[config.mk]
export PLATFORM = sky130hd
export DESIGN_NAME = fp16_uint8_converter
export DESIGN_NICKNAME = d
export VERILOG_FILES = /design/src/rtl/fp16_uint8_converter.sv
export SDC_FILE = /design/constraint.sdc
export NUM_CORES = 1
export LEC_CHECK = 0
export BUFFER_PORTS_ARGS = -buffer_cell sky130_fd_sc_hd__clkbuf_2
export CAP_MARGIN = 20
export CORE_MARGIN = 2
export CORE_UTILIZATION = 52
export DETAILED_ROUTE_END_ITERATION = 7
export GPL_ROUTABILITY_DRIVEN = 0
export PLACE_DENSITY = 0.73
export REMOVE_ABC_BUFFERS = 1
export SYNTH_ARGS = -nofsm -noshare
export SYNTH_HDL_FRONTEND = slang
export SYNTH_SLANG_ARGS = --single-unit
[constraint.sdc]
create_clock -name clk_i -period 2.88 [get_ports clk_i]
set_input_delay 0.576 -clock clk_i [delete_from_list [all_inputs] [get_ports clk_i]]
set_output_delay 0.576 -clock clk_i [all_outputs]
set_load 0.01 [all_outputs]
[src/rtl/fp16_uint8_converter.sv]
// rtl/fp16_uint8_converter.sv - two-stage pipelined fp16 to saturated uint8 converter with valid/ready handshake
module fp16_uint8_converter #(
    parameter int EXP_WIDTH    = 5,
    parameter int FRAC_WIDTH   = 10,
    parameter int FP_WIDTH_REG = 1 + EXP_WIDTH + FRAC_WIDTH,
    parameter int EXP_MAX      = 2**EXP_WIDTH - 1,
    parameter int BIAS         = 2**(EXP_WIDTH-1) - 1
) (
    input  logic                    clk_i,
    input  logic                    rst_ni,
    input  logic [FP_WIDTH_REG-1:0] fp16_i,
    input  logic                    valid_i,
    output logic                    ready_o,
    output logic [7:0]              uint8_o,
    output logic                    sat_o,
    output logic                    valid_o,
    input  logic                    ready_i
);

    // Mantissa width with hidden bit, largest shift kept, and width of the
    // shift window (mantissa followed by the bits that fall below the point).
    localparam int MW     = FRAC_WIDTH + 1;
    localparam int SH_MAX = 15;
    localparam int WW     = MW + SH_MAX;

    // NEG also covers NaN: both produce 0 with the saturation flag set.
    typedef enum logic [1:0] {
        CLS_ZERO = 2'd0,
        CLS_NEG  = 2'd1,
        CLS_INF  = 2'd2,
        CLS_NORM = 2'd3
    } cls_t;

    logic                  sign_c;
    logic [EXP_WIDTH-1:0]  exp_c;
    logic [FRAC_WIDTH-1:0] frac_c;
    cls_t                  cls_c;
    logic [3:0]            sh_c;
    logic [MW-1:0]         mant_c;
    logic [WW-1:0]         wide_c;
    logic [MW-1:0]         int_c;
    logic                  guard_c;
    logic                  sticky_c;
    int                    e_int;
    int                    sh_int;

    logic                  v1;
    cls_t                  cls1;
    logic [3:0]            sh1;
    logic [MW-1:0]         int1;
    logic                  guard1;
    logic                  sticky1;
    logic                  v2;

    logic                  adv1;
    logic                  adv2;
    logic                  inc_c;
    logic [MW:0]           rounded_c;
    logic [7:0]            u_c;
    logic                  s_c;

    assign {sign_c, exp_c, frac_c} = fp16_i;

    // Stage 2 drains when empty or when downstream takes it; stage 1 moves
    // whenever stage 2 can take its contents.
    assign adv2    = !v2 || ready_i;
    assign adv1    = !v1 || adv2;
    assign ready_o = adv1;
    assign valid_o = v2;

    // Classify the input and align the mantissa so the integer part, guard
    // and sticky bits are ready for rounding in the next stage.
    always_comb begin
        cls_c  = CLS_ZERO;
        e_int  = 32'(exp_c);
        sh_int = BIAS + FRAC_WIDTH - e_int;
        if (e_int == EXP_MAX && frac_c != '0) begin
            cls_c = CLS_NEG;
        end else if (sign_c && (e_int != 0 || frac_c != '0)) begin
            cls_c = CLS_NEG;
        end else if (e_int == EXP_MAX) begin
            cls_c = CLS_INF;
        end else if (e_int != 0) begin
            cls_c = CLS_NORM;
        end
        if (sh_int < 0) begin
            sh_int = 0;
        end else if (sh_int > SH_MAX) begin
            sh_int = SH_MAX;
        end
        sh_c     = 4'(sh_int);
        mant_c   = {1'b1, frac_c};
        wide_c   = {mant_c, {SH_MAX{1'b0}}} >> sh_c;
        int_c    = wide_c[WW-1:SH_MAX];
        guard_c  = wide_c[SH_MAX-1];
        sticky_c = |wide_c[SH_MAX-2:0];
    end

    // Round half to even and saturate; shift >= 12 means the value is below
    // one half, shift <= 2 means it is at least 256.
    always_comb begin
        inc_c     = guard1 && (sticky1 || int1[0]);
        rounded_c = {1'b0, int1} + {{MW{1'b0}}, inc_c};
        u_c       = 8'd0;
        s_c       = 1'b0;
        case (cls1)
            CLS_ZERO: begin
                u_c = 8'd0;
                s_c = 1'b0;
            end
            CLS_NEG: begin
                u_c = 8'd0;
                s_c = 1'b1;
            end
            CLS_INF: begin
                u_c = 8'd255;
                s_c = 1'b1;
            end
            CLS_NORM: begin
                if (sh1 >= 4'd12) begin
                    u_c = 8'd0;
                    s_c = 1'b0;
                end else if (sh1 <= 4'd2 || rounded_c[MW:8] != '0) begin
                    u_c = 8'd255;
                    s_c = 1'b1;
                end else begin
                    u_c = rounded_c[7:0];
                    s_c = 1'b0;
                end
            end
            default: begin
                u_c = 8'd0;
                s_c = 1'b0;
            end
        endcase
    end

    // Stage 1 register: captures the classified, aligned input on acceptance.
    always_ff @(posedge clk_i or negedge rst_ni) begin
        if (!rst_ni) begin
            v1      <= 1'b0;
            cls1    <= CLS_ZERO;
            sh1     <= 4'd0;
            int1    <= '0;
            guard1  <= 1'b0;
            sticky1 <= 1'b0;
        end else if (adv1) begin
            v1 <= valid_i;
            if (valid_i) begin
                cls1    <= cls_c;
                sh1     <= sh_c;
                int1    <= int_c;
                guard1  <= guard_c;
                sticky1 <= sticky_c;
            end
        end
    end

    // Stage 2 register: holds the final result stable while downstream stalls.
    always_ff @(posedge clk_i or negedge rst_ni) begin
        if (!rst_ni) begin
            v2      <= 1'b0;
            uint8_o <= 8'd0;
            sat_o   <= 1'b0;
        end else if (adv2) begin
            v2 <= v1;
            if (v1) begin
                uint8_o <= u_c;
                sat_o   <= s_c;
            end
        end
    end

endmodule

==> results.md, run 1 <==
- Status: completed
- Worst Tran Pin Value: approximately 730 ps
- RSZ-0062 raised after global routing: no
- GRT Resource Usage Total: 20.6%
- Post-synth top area share: approximately 33%
- CP Max Fanout: 15
- WS Path Type: primary input to flop
- Relative max-transition margin: roughly 52%
- Total Wirelength: about 4800 um
- Post-Place Setup Slack: -94.0 ps
- Post-Syn Area: about 2300 um^2
- Total number of vias: 1,955
- Top cells by area, synth: dfrtp_1, o21ai_0, nand2_1
- Port-buffer cells: 30
- Worst EP arrival: roughly 2900 ps
- Congestion Overflow GR: 0
- GR Layer Usage met2: a little over a third
- Commonest cells after routing, fill and taps aside: nand2_1, o21ai_0, dfrtp_1, clkbuf_2, buf_4
- Synth warn: 0
- Met3 GRT Util: about 3.2%
- Post-cts sizing count: 0
- Final setup fails: 0
- DR vias/cell: around 5.6
- Clock Latency Late Sink: 280 ps
- Clk pin slew, worst setup/hold paths: 60 ps
- EDFF count, synth: 0
- Clock Root Buffer: clkbuf_8
- Die X-Extent: 70.0 um
- Number of global-route vias before repair: roughly 1,800
- Tcrit/Tclk final: ~93%
- Largest net degree at the start of global routing: 35
- Worst Setup End Kind: flop
- WL/cell: between 10 and 15 um
- Synth unique cells: just over 60
- Syn_area_per_cell: ~9 um^2
- TritonCTS Buffers: 5
- # Max-Cap Violations: 0
- Critical Path RT: just over 3000 ps
- Power density cells: between 500 and 600 nW/um^2
- Initial Util: 53.2%
- Final-stage net count: approximately 320
- TritonCTS clock tree: yes
- Commonest non-fill, non-tap cell in the layout: nand2_1
- Peak supply drop: approximately 0.2 mV
- Die height: roughly 70 um
- # IOs: 31
- Die area: about 4900 um^2
- Drt first-iter violations: just over 70
- Layout cells sized above 1: between 20 and 30%
- Core box area: between 4000 and 5000 um^2
- Antenna violations before repair: 0
- Cell accounting for the most synthesized area: dfrtp_1
- Final Instance Count excl. Fillers: ~350
- Global-route wire length before repair: ~8300 um
- Final clock skew: between 5 and 6 ps
- Top FF cell, synth: dfrtp_1
- Clock sink total: 30
- Yosys reg bits: 30
- Placed insts: 340
- GR Util met1: ~27%
- P&R area growth vs syn: 14.7%
- Min Tclk post-route: around 2700 ps
- Residual DRC count: 0
- Ant. Diodes: 0
- Cells after Synth: 252
- Final Hold Violating Endpoints: 0
- Number of routed nets with antenna violations: 0
- Crit start category: primary input
- Pleak: roughly 1.2 nW
- Hold Path Class: primary input to async pin
- Grt peak-use layer: met2
- Register area share after synthesis: between 30% and 40%
- HPWL Detailed: approximately 3700 um
- Async set-reset flop share out of synthesis: between 90% and 100%
- Max Fclk: between 300 and 400 MHz
- Post-CTS setup repair buffer count: 0
- CTS hold repair buffers: 0
- Max-slew violations: 0
- H-tree depth: 2
- Post-route core utilization: 61.0%
- Initial DRT Pass Iterations: 4
- Row cnt: 24
- Setup ws final: 193 ps
- Bufs on Longest Clock Path: 2
## sequential cells by signal, indices dropped and copies added (netlist names)
signal,flops
int1,11
uint8_o,8
v1,1
valid_o,1
sh1,4
sticky1,1
guard1,1
cls1,2
sat_o,1
## cell type report
| type | instances | area [um^2] |
|---|---|---|
| Fill cell | 400 | 1660 |
| Multi-Input combinational cell | 200 | 1360 |
| Sequential cell | 30 | 751 |
| Timing Repair Buffer | 50 | 300 |
| Clock buffer | 7 | 86.3 |
| Inverter | 8 | 30.0 |
| Clock inverter | 1 | 5.00 |
| Tap cell | 52 | 65.1 |
## power by group
group	leakage (nW)	internal [mW]	switching (mW)
clock	0.0482	0.192	0.154
combinational	0.768	0.208	0.244
sequential	0.379	0.495	0.0519
total	1.20	0.895	0.450
## worst paths after layout
kind | startpoint | end | slack [ps] | cells after the start
hold reg to reg | sh1[1]$_DFFE_PN0P_ | sh1[1]$_DFFE_PN0P_ | 480 | 2
hold / removal | rst_ni | sat_o$_DFFE_PN0P_ | 340 | 1
min in group clk_i | sh1[1]$_DFFE_PN0P_ | sh1[1]$_DFFE_PN0P_ | 480 | 2
setup reg to reg | int1[0]$_DFFE_PN0P_ | uint8_o[6]$_DFFE_PN0P_ | 240 | 10
max in group asynchronous | rst_ni | int1[2]$_DFFE_PN0P_ | 2070 | 1
setup / recovery | fp16_i[11] | sticky1$_DFFE_PN0P_ | 190 | 11
## cells in the mapped netlist (all sizes together), types with 2 or more instances
library cell / count
nand3: 5
inv: 8
mux4: 2
nor4: 3
o21ai: 31
a31oi: 2
a211oi: 4
buf: 4
o21a: 2
a32oi: 3
o31ai: 5
or4: 2
or2: 2
a21bo: 3
mux2: 8
a21oi: 13
a32o: 2
nand4: 3
a22oi: 2
nand2: 41
clkbuf: 10
and2: 4
ha: 6
o211ai: 2
nor2: 13
nand3b: 2
xor2: 5
mux2i: 10
a31o: 3
a22o: 2
nand2b: 3
dfrtp: 30
## stage by stage
stage	instance area [um^2]	setup TNS, ps	hold slack, ps	total power [mW]
after floorplan	2140	-102	280	0.827
after global placement	2510	-13.1	461	0.997
after detailed placement	2510	-98.8	472	1.01
after CTS	2600	0	369	1.36
after global routing	2600	0	402	1.43
final	2600	0	339	1.35
## logic make-up after synthesis
group                    after synthesis  share of synthesized area (%)
AO/OA/AOI/OAI                         83                           25.7
XOR/XNOR                               6                           2.32
adder cells (fa/ha/maj)                6                           3.31
buffers and inverters                 22                           6.73
flip-flops                            30                           33.1
multiplexers                          20                           10.4
AND/OR/NAND/NOR                       85                           18.5
## worst max-delay path: stages
cell and delay [ps]:
clkbuf_2 90, inv_1 80, ha_1 170, and2b_2 250, a31o_4 220, a32oi_4 180
buf_4 260, mux4_2 530, a21oi_1 160, a31oi_1 100, o31a_1 250
## per-layer routing
layer,part of all wire (%),vias to the layer above
li1,-,1014
met1,46,887
met2,49,48
met3,3.8,6
met4,1.1,0
met5,0,-
No activity file was read; power rests on OpenSTA's default activity.
==> run 2, diff against run 1 <==
==> constraint.sdc (replaced) <==
create_clock -name clk_i -period 2.85 [get_ports clk_i]
set_input_delay 0.1425 -clock clk_i [delete_from_list [all_inputs] [get_ports clk_i]]
set_output_delay 0.1425 -clock clk_i [all_outputs]
set_load 0.01 [all_outputs]
==> run 2 against run 1 <==
Sequential power is 1% higher. Utilization is 2.3 points lower. Flip-flop and latch count stayed put. Largest cell class unchanged. Largest power group unchanged. Highest routed layer unchanged.
==> results.md, run 2 (synthesized netlist as in run 1, its figures left out) <==
- Global-route wire length before repair: 8230 um (-0.51%)
- Final clock skew: 3.21 ps (-2.78 ps)
- Worst EP arrival: 2740 ps (-120 ps)
- CP Max Fanout: 5 (-10)
- Final Hold Violating Endpoints: 0 (unchanged)
- Power density cells: 532 nW/um^2 (+2.9%)
- Dpl cell area: 2390 um^2 (-4.8%)
- Bufs on Longest Clock Path: 2 (unchanged)
- Port-buffer cells: 30 (unchanged)
- Clk pin slew, worst setup/hold paths: 60 ps (about the same)
- Residual DRC count: 0 (unchanged)
- Max-slew violations: 0 (unchanged)
- P&R area growth vs syn: 10.3%
- WS Path Type: flop to flop
- Commonest non-fill, non-tap cell in the layout: nand2_1
- Largest Register: int1
- Worst path buffer plus inverter count: 0 (-3)
- Crit Reg-Reg Startpoint: int1[0]$_DFFE_PN0P_
- Worst Tran Pin Value: 707 ps (-20.5 ps)
- Min Tclk post-route: between 2000 and 3000 ps
- Tcrit/Tclk final: ~90%
- Hold Crit Depth: 2
- Final Cell Area: 2500 um^2 (-3.8%)
- Row cnt: 24 (unchanged)
- Launch point of the critical path: int1[0]$_DFFE_PN0P_
- Worst Setup End Kind: flop
- Hold slack: 72.6 ps (-267 ps)
- Commonest cells after routing, fill and taps aside: nand2_1, o21ai_0, dfrtp_1, clkbuf_2
- Total number of vias: 1,881 (-3.8%)
- TritonCTS clock tree: yes
- Ant. Diodes: 0 (unchanged)
- Peak supply drop: 0.175 mV (-11%)
- DR vias/cell: 5.65 (+0.55%)
- HPWL Detailed: 3520 um (-5.0%)
- Clock Root Buffer: clkbuf_8
- # Max-Cap Violations: 0 (unchanged)
- Post-Place Setup Slack: 139 ps (+233 ps)
- Number of global-route vias before repair: 1,751 (-4.6%)
- Largest net degree at the start of global routing: 35 (unchanged)
- Hold Path Class: primary input to flop
- Post-route core utilization: 58.7% (-2.3 points)
- Status: completed
- Clock sink total: 30 (unchanged)
- FF-to-FF setup slack: 280 ps (+40 ps)
- Relative max-transition margin: 52.9% (+1.4 points)
- Antenna violations before repair: 0 (unchanged)
- Critical Path RT: 3020 ps (-30 ps)
- Crit-path max cell delay: 410 ps (-120 ps)
- WL/cell: 13.9 um (about the same)
- Die X-Extent: 70.0 um (unchanged)
- Max Fclk: 388 MHz
- Largest register FFs: 11 (unchanged)
- Crit start category: flop
- Initial DRT Pass Iterations: 4 (unchanged)
- Final-stage net count: 306 (-4.7%)
- Setup ws final: 275 ps (+82.6 ps)
- Hold_sp: fp16_i[15]
- Initial Util: 53.2% (unchanged)
- Slowest cell on crit path: dfrtp_1
- FF-to-FF path depth: 10 (unchanged)
- Die area: 4900 um^2 (unchanged)
- Clock Latency Late Sink: 280 ps (about the same)
- Post-CTS setup repair buffer count: 0 (unchanged)
- Final setup fails: 0 (unchanged)
- Top Registers: int1 (11), uint8_o (8), sh1 (4)
- H-tree depth: 2 (unchanged)
- Die height: 70.0 um (unchanged)
- Congestion Overflow GR: 0 (unchanged)
- Levels on crit path: 10 (-1)
- Number of routed nets with antenna violations: 0 (unchanged)
- CP Cell Sequence: o21a_1, ha_1, ha_1, nand4_1, mux2_2, nor4_2, nor2_1, nor2_1, o21ai_0, mux2_2
- GRT Resource Usage Total: 20.8% (+0.15 points)
- Cell family with most CP delay: simple AND/OR/NAND/NOR gates
- Layout cells sized above 1: 24.2% (-3.5 points)
- RSZ-0062 raised after global routing: no
- # IOs: 31 (unchanged)
- Core box area: 4260 um^2 (unchanged)
- Fillers: 409 (+2.3%)
- Pleak: 1.12 nW (-6.0%)
- End of the critical path: uint8_o[2]$_DFFE_PN0P_
- Worst reg2reg endpoint: uint8_o[2]$_DFFE_PN0P_
- Drt first-iter violations: 62 (-13%)
- Total Wirelength: 4640 um (-4.3%)
- TNS Setup: 0 ps (unchanged)
- TritonCTS Buffers: 5 (unchanged)
## run 2: what timing repair did
action / 4_1_cts / 5_1_grt
gates resized for setup: 0 / 1
hold buffers: 1 / 0
hold endpoints to repair: 30 / 0
endpoints found under the setup margin: 0 / 4
## run 2: report_power, final
group | switching [mW] | total (mW) | leakage, nW | internal (mW)
Combinational | 0.241 | 0.428 | 0.696 | 0.187
Clock | 0.156 | 0.350 | 0.0472 | 0.193
Sequential | 0.0533 | 0.553 | 0.379 | 0.500
Total | 0.451 | 1.33 | 1.12 | 0.881
## run 2: worst min path at each step
stage                             end  slack (ps)
6_report          cls1[1]$_DFFE_PN0P_          70
5_1_grt           cls1[1]$_DFFE_PN0P_          80
4_1_cts           cls1[1]$_DFFE_PN0P_          70
3_5_place_dp   uint8_o[0]$_DFFE_PN0P_         230
3_3_place_gp   uint8_o[0]$_DFFE_PN0P_         230
2_1_floorplan     cls1[0]$_DFFE_PN0P_        -150
## run 2: layout make-up
cell class              instances  area (um^2)  area share, %
inverters                       8         30.0           1.20
flip-flops and latches         30          751           30.0
multi-input cells             200         1370           54.8
clock inverters                 2         12.5          0.500
well taps                      52         65.1           2.60
repair buffers                 35          190           7.60
clock buffers                   6         82.6           3.30
## run 2: routing by layer
metal | share of wire, % | GRT usage, % | up-vias
met5 | 0 | 0 | -
met4 | 1.1 | 5.13 | 0
met3 | 3.7 | 3.90 | 6
met2 | 47 | 34.0 | 48
met1 | 48 | 28.6 | 850
li1 | - | - | 977
## run 2: per-stage QoR
step / total power, mW / std cells
finish: 1.33 / 333
global route: 1.43 / 333
floorplan: 0.835 / 238
global placement: 0.980 / 324
CTS: 1.34 / 333
detailed placement: 0.988 / 324
## run 2: worst register-to-register path: stages, from the launching register on
cell     delay, ps
dfrtp_1        410
o21a_1         190
ha_1           240
ha_1           250
nand4_1        110
mux2_2         340
nor4_2         220
nor2_1         130
nor2_1         190
o21ai_0        120
mux2_2         260
